[src/rtl/alu32_bist.sv]
// -----------------------------------------------------------------------------
// alu32_bist
//
// Built-in self-test controller for the 32-bit combinational ALU. Two 32-bit
// LFSRs supply operand pairs; for each pair the controller sweeps all eight
// operation codes. Every ALU result and carry-out is folded into a 32-bit MISR.
// At the end of the run, the final signature is compared against a golden
// value.
//
// Ports
//   clk        in   1   clock, rising edge
//   rst_n      in   1   asynchronous active-low reset
//   Start      in   1   run request (registered, ignored while running)
//   In1        out  32  operand 1 to the ALU (LFSR register)
//   In2        out  32  operand 2 to the ALU (LFSR register)
//   CI         out  1   carry-in to the ALU, In1[0] ^ In2[31]
//   A          out  3   ALU operation select
//   FinalOut   in   32  ALU result (combinational from In1/In2/CI/A)
//   CO         in   1   ALU carry-out
//   Busy       out  1   run in progress
//   Done       out  1   run complete; held until the next Start or reset
//   Pass       out  1   final signature matched GOLDEN_SIG (valid with Done)
//   Signature  out  32  MISR register
//   VecCount   out  16  completed operand pairs
// -----------------------------------------------------------------------------
module alu32_bist #(
  parameter int unsigned VECTORS    = 1000,
  parameter logic [31:0] SEED1      = 32'h0000_0001,
  parameter logic [31:0] SEED2      = 32'h0000_ACE1,
  parameter logic [31:0] GOLDEN_SIG = 32'h0000_0000
) (
  input  logic        clk,
  input  logic        rst_n,
  input  logic        Start,
  output logic [31:0] In1,
  output logic [31:0] In2,
  output logic        CI,
  output logic [2:0]  A,
  input  logic [31:0] FinalOut,
  input  logic        CO,
  output logic        Busy,
  output logic        Done,
  output logic        Pass,
  output logic [31:0] Signature,
  output logic [15:0] VecCount
);

  typedef enum logic [1:0] {
    IDLE = 2'd0,
    RUN  = 2'd1,
    DONE = 2'd2
  } state_t;

  // An all-zero LFSR state is a lock-up state, so a zero seed is replaced.
  localparam logic [31:0] SEED1_FIX = (SEED1 == 32'h0) ? 32'h1 : SEED1;
  localparam logic [31:0] SEED2_FIX = (SEED2 == 32'h0) ? 32'h1 : SEED2;
  localparam logic [15:0] LAST_VEC  = 16'(VECTORS - 1);

  // Feedback taps shared by both LFSRs and the MISR.
  function automatic logic fb(input logic [31:0] x);
    return x[31] ^ x[21] ^ x[1] ^ x[0];
  endfunction

  state_t      state_q, state_d;
  logic        start_q;
  logic        load;
  logic        capture;
  logic        finish;
  logic        pair_end;
  logic [31:0] sig_next;

  assign CI       = In1[0] ^ In2[31];
  assign Busy     = (state_q == RUN);
  assign Done     = (state_q == DONE);
  assign pair_end = (A == 3'd7);

  // The ALU is combinational. The result for the current In1/In2/CI/A is
  // therefore folded in at the same edge that advances the operands.
  assign sig_next = {Signature[30:0], fb(Signature)} ^ FinalOut ^ {CO, 31'b0};

  // Next-state and control decode.
  // NOTE: every signal driven here gets a default first. A path that leaves
  // one unassigned would infer a latch.
  always_comb begin
    state_d = state_q;
    load    = 1'b0;
    capture = 1'b0;
    finish  = 1'b0;
    unique case (state_q)
      IDLE, DONE: begin
        if (start_q) begin
          state_d = RUN;
          load    = 1'b1;
        end
      end
      RUN: begin
        capture = 1'b1;
        if (pair_end && (VecCount == LAST_VEC)) begin
          state_d = DONE;
          finish  = 1'b1;
        end
      end
      default: state_d = IDLE;
    endcase
  end

  // NOTE: all clocked state uses non-blocking assignments. Every register
  // then samples pre-edge values, regardless of statement order.
  always_ff @(posedge clk or negedge rst_n) begin
    if (!rst_n) begin
      state_q <= IDLE;
      start_q <= 1'b0;
    end else begin
      state_q <= state_d;
      // Start is sampled one edge ahead of the load. While running it is
      // masked, so a pulse during RUN cannot trigger a restart from DONE.
      start_q <= Start && (state_q != RUN);
    end
  end

  always_ff @(posedge clk or negedge rst_n) begin
    if (!rst_n) begin
      In1       <= SEED1_FIX;
      In2       <= SEED2_FIX;
      A         <= 3'd0;
      Signature <= 32'h0;
      VecCount  <= 16'd0;
      Pass      <= 1'b0;
    end else if (load) begin
      In1       <= SEED1_FIX;
      In2       <= SEED2_FIX;
      A         <= 3'd0;
      Signature <= 32'h0;
      VecCount  <= 16'd0;
      Pass      <= 1'b0;
    end else if (capture) begin
      Signature <= sig_next;
      A         <= A + 3'd1;
      if (pair_end) begin
        In1      <= {In1[30:0], fb(In1)};
        In2      <= {In2[30:0], fb(In2)};
        VecCount <= VecCount + 16'd1;
      end
      // Compare the signature that the final capture produces, not the stale one.
      if (finish) begin
        Pass <= (sig_next == GOLDEN_SIG);
      end
    end
  end

endmodule

[config.mk]
export PLATFORM = sky130hd
export DESIGN_NAME = alu32_bist
export DESIGN_NICKNAME = d
export VERILOG_FILES = /design/src/rtl/alu32_bist.sv
export SDC_FILE = /design/constraint.sdc
export NUM_CORES = 1
export LEC_CHECK = 0
export ABC_AREA = 1
export CAP_MARGIN = 20
export CORE_MARGIN = 2
export CORE_UTILIZATION = 45
export DETAILED_ROUTE_END_ITERATION = 8
export PLACE_DENSITY = 0.76
export SYNTH_ARGS = -nofsm -noshare
export SYNTH_HDL_FRONTEND = slang
export SYNTH_SLANG_ARGS = --single-unit
[constraint.sdc]
create_clock -name clk -period 2.2 [get_ports clk]
set_clock_uncertainty 0.1 [all_clocks]
set_input_delay 0.33 -clock clk [delete_from_list [all_inputs] [get_ports clk]]
set_output_delay 0.33 -clock clk [all_outputs]
set_load 0.005 [all_outputs]
==> flow_metrics.py, run 1 <==
metrics = {
    "cts": {
        "clk_latency_ns": 0.41,
        "cts_resized": 0,
        "clk_path_buf_depth": 2,
        "clk_root_buffer_cell": "clkbuf_16",
        "post_cts_buffers": 0,
        "cts_num_sinks": 119,
        "numCtsBuffers": 17,
        "clk_pin_slew_worst_paths_ns": 0.05,
        "tritoncts": "built",
        "h-tree-depth": 4,
    },
    "global_route": {
        "met2_usage": 0.3713,
        "grtUsageMet3": 0.06482,
        "antenna_found_initial": 0,
        "overflow": 0,
        "grt_max_degree": 51,
        "busiest_layer": "met2",
        "gr-usage-met1": 0.3020,
        "grt_pass1_wl_mm": 23.52,
        "grt_usage": 0.2297,
        "grt_pass1_vias": 4828,
    },
    "floorplan": {
        "core_area_sq_um": 11560,
        "boundaryPins": 155,
        "dieArea_sq_um": 12880,
        "rows": 39,
        "die_y_um": 113.5,
        "start_util": 0.4664,
        "dieWidth_um": 113.5,
    },
    "final_layout": {
        "drive_gt1_frac": 0.08657,
        "syn2layout_area_growth_pct": 44.21,
        "final_net_count": 823,
        "insertedDiodeCount": 0,
        "fillers": 950,
        "fin_cells": 940,
    },
    "sta": {
        "worst_pin_slew_ns": 0.4436,
        "slew_headroom": 0.7043,
        "fin_ws_ns": 0.1182,
        "setup_viol": 0,
        "rsz0062_at_grt": "no",
        "hold_slack_ns": 0.3034,
        "fin_setup_tns_ns": 0,
        "finalMaxSlewViolations": 0,
        "hold_violations": 0,
        "period_needed_ns": 2.082,
        "post-route-period-util": 0.9463,
        "max_freq_mhz": 480.4,
    },
    "synthesis": {
        "yosysTopAreaCell": "dfrtp_1",
        "synth_common_cells": "nand2_1 (163), dfrtp_1 (110), inv_1 (93)",
        "async_reset_ff_frac": 1.000,
        "synth_warnings": 0,
        "ys_seq_area_frac": 0.5542,
        "syn-cell-area_sq_um": 5394,
        "yosysMostFrequentCell": "nand2_1",
        "syn_nets": 658,
        "synth-edff-count": 0,
        "synth-main-ff-cell": "dfrtp_1",
        "synthTopCellsByArea": "dfrtp_1 (51%), nand2_1 (11%), inv_1 (6.5%), dfstp_2 (4.4%), o22ai_1 (3.8%)",
        "synth.distinct_cells": 31,
        "synthCells": 619,
        "yosysTopAreaCellShare": 0.5103,
        "ys_ff_latch": 119,
        "synth.avg_cell_area_sq_um": 8.714,
    },
    "detailed_routing": {
        "antenna_left": 0,
        "drt_pass1_iterations": 5,
        "vias_per_cell": 5.135,
        "finalWirelength_mm": 14.07,
        "wire_per_inst_um": 14.97,
        "num_vias": 4827,
        "drc_errors": 0,
        "drt_iter0_markers": 401,
    },
    "run_status": {
        "status": "completed",
    },
    "place": {
        "dp.cells": 907,
        "pre_cts_ws_ns": 0.3921,
        "dp_hpwl_mm": 10.07,
        "place.gp.congestion": 0.8982,
        "io_buffer_count": 154,
    },
    "setup_path": {
        "ff2ff_path_depth": 7,
        "r2r-start": "A[0]$_DFFE_PN0P_",
        "cp-start-kind": "flip-flop",
        "worstPathMaxFanout": 5,
        "worst-r2r-setup-slack_ns": 0.37,
        "end_kind": "primary output",
        "critPathRequiredTime_ns": 1.77,
        "path_class": "flip-flop to primary output",
        "arrival_ns": 1.65,
        "r2r_end": "In1[27]$_DFFE_PN0P_",
    },
    "power_and_ir_drop": {
        "ir_drop_v": 0.0006011,
        "p_leak_uw": 0.003752,
        "power_uw": 9439,
        "power.density_nw_per_um2": 1213,
    },
    "run": {
        "maxCapViolations": 0,
    },
    "min_path": {
        "worstHoldPathType": "input pin to asynchronous set/reset pin",
    },
}
-- cells by family after synthesis --
family                     Yosys count  synth area share
and+or+nand+nor                    258            0.2062
DFF                                119            0.5542
xor gates and xnor gates            24           0.03897
AOI/OAI and AO/OA                   96            0.1083
adders and majority gates            3          0.006960
buffers and inverters              119           0.08536
-- registers in the layout, summed over array words and instances, names as in the netlist --
register,count
start_q,1
A,3
VecCount,16
In1,32
Signature,32
In2,32
state_q,2
Pass,1
-- worst max path at each step --
stage	startpoint	endpoint	slack, ns	cells after the start
after global placement	FinalOut[6]	Pass$_DFFE_PN0P_	0.43	8
after global routing	In1[0]$_DFFE_PN1P_	CI	0.03	2
final	In1[0]$_DFFE_PN1P_	CI	0.12	2
after floorplan	A[0]$_DFFE_PN0P_	In1[20]$_DFFE_PN0P_	0.44	9
after detailed placement	A[0]$_DFFE_PN0P_	In1[27]$_DFFE_PN0P_	0.39	7
after CTS	In1[0]$_DFFE_PN1P_	CI	0.11	2
-- through the flow --
stage	utilization	instance area, sq um
after CTS	0.6726	7779
after detailed placement	0.6175	7142
after floorplan	-	5394
final	0.6726	7779
after global placement	0.6175	7142
after global routing	0.6726	7779
-- cell type report --
cell class,count,area (sq um),area share
sequential,119,2989,0.3843
multi-input combinational,381,1944,0.2500
timing repair buffer,169,1679,0.2159
clock buffer,17,425.4,0.05469
inverter,96,360.3,0.04632
clock inverter,15,201.4,0.02590
tap,143,178.9,0.02300
-- what timing repair did --
action / in CTS / in global routing
hold buffers: 1 / 0
endpoints found under the hold margin: 25 / 0
setup endpoints to repair: 0 / 0
-- critical path, cell delays in order, from the launching register on --
cell	delay, ns
dfstp_2	0.58
xor2_1	0.15
clkdlybuf4s50_1	0.51
-- per-layer routing --
| metal | routed length, um | up-vias |
|---|---|---|
| li1 | - | 2319 |
| met1 | 6222 | 2321 |
| met2 | 6765 | 175 |
| met3 | 933 | 12 |
| met4 | 149 | 0 |
| met5 | 0 | - |
-- report_power, final --
group / switching (uW) / total (uW) / internal, uW
clock network: 1010 / 2910 / 1900
registers: 567 / 3410 / 2840
logic: 1400 / 3120 / 1720
-- cells in the final DEF, fill, tap and decap left out, types with 12 or more instances in the layout --
cell             instances
nand2_1                163
clkdlybuf4s50_1        153
dfrtp_1                110
inv_1                   93
nand3_1                 41
o22ai_1                 33
nor2_1                  29
o21ai_0                 29
xnor2_1                 19
clkbuf_16               17
buf_4                   13
a21oi_1                 12
Power figures use the tool's default switching activity.
==> run 2: changes to the inputs <==
--- a/config.mk
+++ b/config.mk
@@ -11,6 +11,7 @@
 export CORE_UTILIZATION = 45
 export DETAILED_ROUTE_END_ITERATION = 8
 export PLACE_DENSITY = 0.76
+export REMOVE_ABC_BUFFERS = 1
 export SYNTH_ARGS = -nofsm -noshare
 export SYNTH_HDL_FRONTEND = slang
 export SYNTH_SLANG_ARGS = --single-unit
==> constraint.sdc (replaced) <==
create_clock -name clk -period 2 [get_ports clk]
set_clock_uncertainty 0.1 [all_clocks]
set_input_delay 0.3 -clock clk [delete_from_list [all_inputs] [get_ports clk]]
set_output_delay 0.3 -clock clk [all_outputs]
set_load 0.005 [all_outputs]
==> run 2 against run 1 <==
  * Setup slack improved by 0.0052 ns
  * Flip-flop and latch count is the same
  * Count of clock-buffer cells in the layout is the same
  * Non-clock buffer count is 1 lower
  * Clock power rose by 4%
  * First-iteration DRC count rose by 10%
  * Sequential share of layout area increased by 0.087 points
  * Final area shrank 0.23%
  * Combinational power increased by 12%
  * Critical path type unchanged
  * Largest cell class unchanged
==> flow_metrics.py, run 2 (same netlist as run 1, synthesis figures left out) <==
metrics = {
    "detailed_routing": {
        "drt_pass1_iterations": 7,
        "num_vias": 4877,
        "vias_per_cell": 5.194,
        "drc_errors": 0,
        "finalWirelength_mm": 14.34,
        "drt_iter0_markers": 442,
        "wire_per_inst_um": 15.27,
        "antenna_left": 0,
    },
    "cts": {
        "clk_latency_ns": 0.41,
        "cts_num_sinks": 119,
        "numCtsBuffers": 17,
        "clk_pin_slew_worst_paths_ns": 0.06,
        "clk_root_buffer_cell": "clkbuf_16",
        "clk_path_buf_depth": 2,
        "h-tree-depth": 4,
        "tritoncts": "built",
    },
    "setup_path": {
        "cp-start-kind": "flip-flop",
        "critPathRequiredTime_ns": 1.60,
        "path_class": "flip-flop to primary output",
        "ff2ff_path_depth": 7,
        "path_buf_inv": 1,
        "end_kind": "primary output",
        "path_cells": "clkdlybuf4s50_1",
        "cp.depth": 1,
        "critical-path-top-delay-family": "flip-flops",
        "cp_slowest_cell": "dfstp_2",
        "critPathMaxStageDelay_ns": 0.56,
        "worstPathMaxFanout": 3,
        "arrival_ns": 1.48,
    },
    "final_layout": {
        "final_net_count": 822,
        "final_common_cell": "nand2_1",
        "syn2layout_area_growth_pct": 43.89,
        "final_cell_mix": "nand2_1 (163), clkdlybuf4s50_1 (150), dfrtp_1 (110)",
        "reg_top3": "In1 (32), In2 (32), Signature (32)",
        "insertedDiodeCount": 0,
        "drive_gt1_frac": 0.08543,
    },
    "sta": {
        "period_needed_ns": 1.877,
        "max_freq_mhz": 532.9,
        "worst_pin_slew_ns": 0.3981,
        "rsz0062_at_grt": "no",
        "fin_ws_ns": 0.1234,
        "slew_headroom": 0.7346,
        "finalMaxSlewViolations": 0,
        "post-route-period-util": 0.9383,
        "hold_violations": 0,
        "hold_slack_ns": 0.1833,
        "setup_viol": 0,
    },
    "min_path": {
        "worstHoldPathType": "input pin to asynchronous set/reset pin",
    },
    "power_and_ir_drop": {
        "power.density_nw_per_um2": 1321,
        "swShare": 0.3280,
        "p_int_uw": 6889,
        "power_uw": 10250,
        "seqPwrFrac": 0.365,
        "p_leak_uw": 0.003754,
        "p_switching_uw": 3363,
        "pwr-share-clk": 0.296,
        "ir_drop_v": 0.0006830,
        "pwr-share-comb": 0.340,
    },
    "global_route": {
        "grt_usage": 0.2303,
        "grt_pass1_wl_mm": 23.54,
        "grt_max_degree": 68,
        "overflow": 0,
        "antenna_found_initial": 0,
        "grt_pass1_vias": 4906,
    },
    "floorplan": {
        "dieArea_sq_um": 12880,
        "dieWidth_um": 113.5,
        "core_area_sq_um": 11560,
        "boundaryPins": 155,
        "die_y_um": 113.5,
        "rows": 39,
        "start_util": 0.4664,
    },
    "place": {
        "pre_cts_ws_ns": 0.2022,
        "io_buffer_count": 154,
        "place.gp.congestion": 0.8602,
        "dp_hpwl_mm": 10.07,
    },
    "run": {
        "maxCapViolations": 0,
    },
    "run_status": {
        "status": "completed",
    },
}
## run 2: cell count changes in the layout (fill, tap and decap cells not counted), sizes merged
cell           change
inv                +4
clkdlybuf4s50      -3
bufinv             -2
clkinv             -2
dlygate4sd2        +2
buf                -1
dlymetal6s2s       +1
## run 2: worst paths after layout
path	end	slack, ns	start
min in group clk	start_q$_DFF_PN0_	0.30	Start
min	In2[2]$_DFFE_PN0P_	0.18	rst_n
max in group asynchronous	VecCount[8]$_DFFE_PN0P_	1.00	rst_n
min reg2reg	A[0]$_DFFE_PN0P_	0.40	A[0]$_DFFE_PN0P_
max reg2reg	Signature[11]$_DFFE_PN0P_	0.25	state_q[0]$_DFFE_PN0P_
max	In2[0]	0.12	In2[0]$_DFFE_PN1P_
## run 2: area by class of cell
class | instances | area (sq um)
fill | 927 | 3804
sequential | 119 | 2989
multi-input combinational | 381 | 1944
timing repair buffer | 168 | 1697
clock buffer | 17 | 425.4
inverter | 96 | 360.3
tap | 143 | 178.9
clock inverter | 15 | 166.4
## run 2: worst register-to-register path, stage by stage, from the launching register on
cell and delay, ns:
dfrtp_1 0.40, inv_2 0.06, nor2_4 0.15, buf_4 0.20, inv_1 0.07, nand2_2 0.20
inv_2 0.21, a22o_1 0.24
## run 2: what timing repair did
item,in CTS,in global routing
hold buffers,1,0
endpoints found under the setup margin,2,1
endpoints found under the hold margin,112,0
setup buffers,1,0
resized for setup,2,1
## run 2: power by group through the flow
stage	Combinational (uW)	Clock (uW)	Sequential (uW)
after floorplan	1480	0	3690
after global placement	3350	0	3740
after detailed placement	3470	0	3760
after CTS	3500	3080	3730
after global routing	3820	3200	3830
final	3480	3030	3740
## run 2: routing by layer
layer / share of wire / global-route usage / vias up
met2: 0.50 / 0.3884 / 206
met1: 0.42 / 0.2865 / 2334
li1: - / - / 2318
met3: 0.073 / 0.07439 / 19
met4: 0.013 / 0.06504 / 0
met5: 0 / 0 / -
## run 2: through the flow
step | instances | setup TNS (ns) | utilization | area, sq um
after detailed placement | 905 | 0 | 0.6184 | 7152
after global placement | 905 | 0 | 0.6184 | 7152
after floorplan | 596 | -14.27 | - | 5294
after CTS | 939 | 0 | 0.6709 | 7759
after global routing | 939 | 0 | 0.6711 | 7761
final | 939 | 0 | 0.6711 | 7761
==> run 3: changes to the inputs <==
--- a/config.mk
+++ b/config.mk
@@ -8,9 +8,9 @@
 export ABC_AREA = 1
 export CAP_MARGIN = 20
 export CORE_MARGIN = 2
-export CORE_UTILIZATION = 45
+export CORE_UTILIZATION = 40
 export DETAILED_ROUTE_END_ITERATION = 8
-export PLACE_DENSITY = 0.76
+export PLACE_DENSITY = 0.69
 export REMOVE_ABC_BUFFERS = 1
 export SYNTH_ARGS = -nofsm -noshare
 export SYNTH_HDL_FRONTEND = slang
==> run 3 against run 2 <==
  * Maximum frequency shrank 0.63%
  * Non-clock buffer count grew 1
  * Count of clock-buffer cells in the layout grew 2
  * Final area grew 0.56%
==> flow_metrics.py, run 3 (same netlist as run 1, synthesis figures left out) <==
metrics = {
    "cts": {
        "clk_latency_ns": 0.41,
        "h-tree-depth": 4,
        "tritoncts": "built",
        "numCtsBuffers": 17,
        "cts_num_sinks": 119,
        "clk_pin_slew_worst_paths_ns": 0.05,
        "clk_path_buf_depth": 2,
        "clk_root_buffer_cell": "clkbuf_16",
    },
    "global_route": {
        "grt_pass1_wl_mm": 23.56,
        "grt_pass1_vias": 4707,
        "antenna_found_initial": 0,
        "grt_usage": 0.2061,
        "grt_max_degree": 43,
        "overflow": 0,
    },
    "final_layout": {
        "seq_area_sq_um": 2989,
        "drive_gt1_frac": 0.08532,
        "final_net_count": 823,
        "multi_input_area_sq_um": 1944,
        "fillers": 1124,
        "final_common_cell": "nand2_1",
        "insertedDiodeCount": 0,
        "final_cell_mix": "nand2_1 (163), clkdlybuf4s50_1 (149), dfrtp_1 (110)",
        "syn2layout_area_growth_pct": 44.70,
        "reg_top3": "In1 (32), In2 (32), Signature (32)",
        "fin_util": 0.5917,
    },
    "sta": {
        "worst_pin_slew_ns": 0.4493,
        "rsz0062_at_grt": "no",
        "hold_violations": 0,
        "setup_viol": 0,
        "period_needed_ns": 1.888,
        "slew_headroom": 0.7005,
        "max_freq_mhz": 529.5,
        "post-route-period-util": 0.9442,
        "finalMaxSlewViolations": 0,
        "fin_setup_tns_ns": 0,
    },
    "power_and_ir_drop": {
        "swShare": 0.3201,
        "power_uw": 10290,
        "p_int_uw": 6996,
        "power.density_nw_per_um2": 1318,
        "pwr-share-clk": 0.299,
        "p_switching_uw": 3293,
        "seqPwrFrac": 0.365,
        "p_leak_uw": 0.003765,
        "ir_drop_v": 0.0007204,
        "pwr-share-comb": 0.336,
    },
    "place": {
        "place.gp.congestion": 0.8198,
        "dp_hpwl_mm": 10.16,
        "io_buffer_count": 154,
    },
    "setup_path": {
        "end_kind": "primary output",
        "path_cells": "clkdlybuf4s50_1",
        "cp-start-kind": "flip-flop",
        "critPathRequiredTime_ns": 1.60,
        "worstPathMaxFanout": 3,
        "critical-path-top-delay-family": "flip-flops",
        "arrival_ns": 1.49,
        "critPathMaxStageDelay_ns": 0.54,
        "path_buf_inv": 1,
        "cp_slowest_cell": "dfstp_2",
        "path_class": "flip-flop to primary output",
    },
    "detailed_routing": {
        "num_vias": 4855,
        "drt_iter0_markers": 464,
        "drt_pass1_iterations": 5,
        "wire_per_inst_um": 14.86,
        "highest_layer": "met4",
        "vias_per_cell": 4.990,
        "drc_errors": 0,
        "finalWirelength_mm": 14.46,
        "wl_met1_mm": 6.269,
        "antenna_left": 0,
        "routed-wl-met2_mm": 6.796,
        "wl_met3_mm": 1.112,
    },
    "floorplan": {
        "dieWidth_um": 120.1,
        "dieArea_sq_um": 14430,
        "start_util": 0.4089,
        "core_area_sq_um": 13190,
        "die_y_um": 120.1,
        "rows": 42,
        "boundaryPins": 155,
    },
    "min_path": {
        "worstHoldPathType": "input pin to asynchronous set/reset pin",
    },
    "run_status": {
        "status": "completed",
    },
    "run": {
        "maxCapViolations": 0,
    },
}
run 3: power by group through the flow:
stage / logic, uW / registers [uW] / clock network (uW)
after floorplan: 1480 / 3690 / 0
after global placement: 3360 / 3760 / 0
after detailed placement: 3450 / 3780 / 0
after CTS: 3490 / 3750 / 3100
after global routing: 3840 / 3850 / 3220
final: 3460 / 3750 / 3080
run 3: worst paths after layout:
kind | startpoint | to | slack [ns] | cells after the start
hold / removal | rst_n | In2[4]$_DFFE_PN0P_ | 0.28 | 2
setup reg to reg | A[0]$_DFFE_PN0P_ | VecCount[14]$_DFFE_PN0P_ | 0.20 | 9
min in group clk | Start | start_q$_DFF_PN0_ | 0.31 | 3
max in group asynchronous | rst_n | VecCount[3]$_DFFE_PN0P_ | 0.85 | 3
setup / recovery | In2[0]$_DFFE_PN1P_ | In2[0] | 0.11 | 1
hold reg to reg | In2[7]$_DFFE_PN1P_ | In2[7]$_DFFE_PN1P_ | 0.40 | 2
run 3: stage by stage:
step / worst slack, ns / cell area (sq um) / std cells / hold slack [ns]
final: 0.1115 / 7805 / 973 / 0.2805
after global routing: 0.04813 / 7805 / 973 / 0.3143
after CTS: 0.01496 / 7800 / 973 / 0.2881
after detailed placement: 0.1594 / 7188 / 939 / 0.1784
after global placement: 0.2216 / 7188 / 939 / 0.1800
after floorplan: -0.4369 / 5294 / 596 / -0.09559
run 3: layout make-up:
class,instances,area share
clock buffer,19,0.05675
clock inverter,13,0.01972
inverter,96,0.04617
multi-input combinational,381,0.2491
sequential,119,0.3830
tap,176,0.02821
timing repair buffer,169,0.2171
run 3: metal layers:
metal  vias up  GRT usage
li1       2326          -
met4         0    0.07868
met1      2308     0.2737
met3        19    0.06036
met5         -          0
met2       202     0.3189
run 3: worst register-to-register path, cell delays in order, from the launching register on:
cell,delay [ns]
dfrtp_1,0.38
ha_1,0.17
ha_1,0.19
nand2_2,0.10
nand2_4,0.13
nand2_4,0.09
nor2_8,0.14
nand3_2,0.12
o21ai_0,0.20
a21oi_1,0.07
run 3: what timing repair did:
action                     4_1_cts  5_1_grt
gates resized for setup          2        2
hold buffers                     1        0
buffers inserted                 1        0
setup endpoints to repair        2        2
gates cloned                     0        0
hold endpoints to repair        23        0
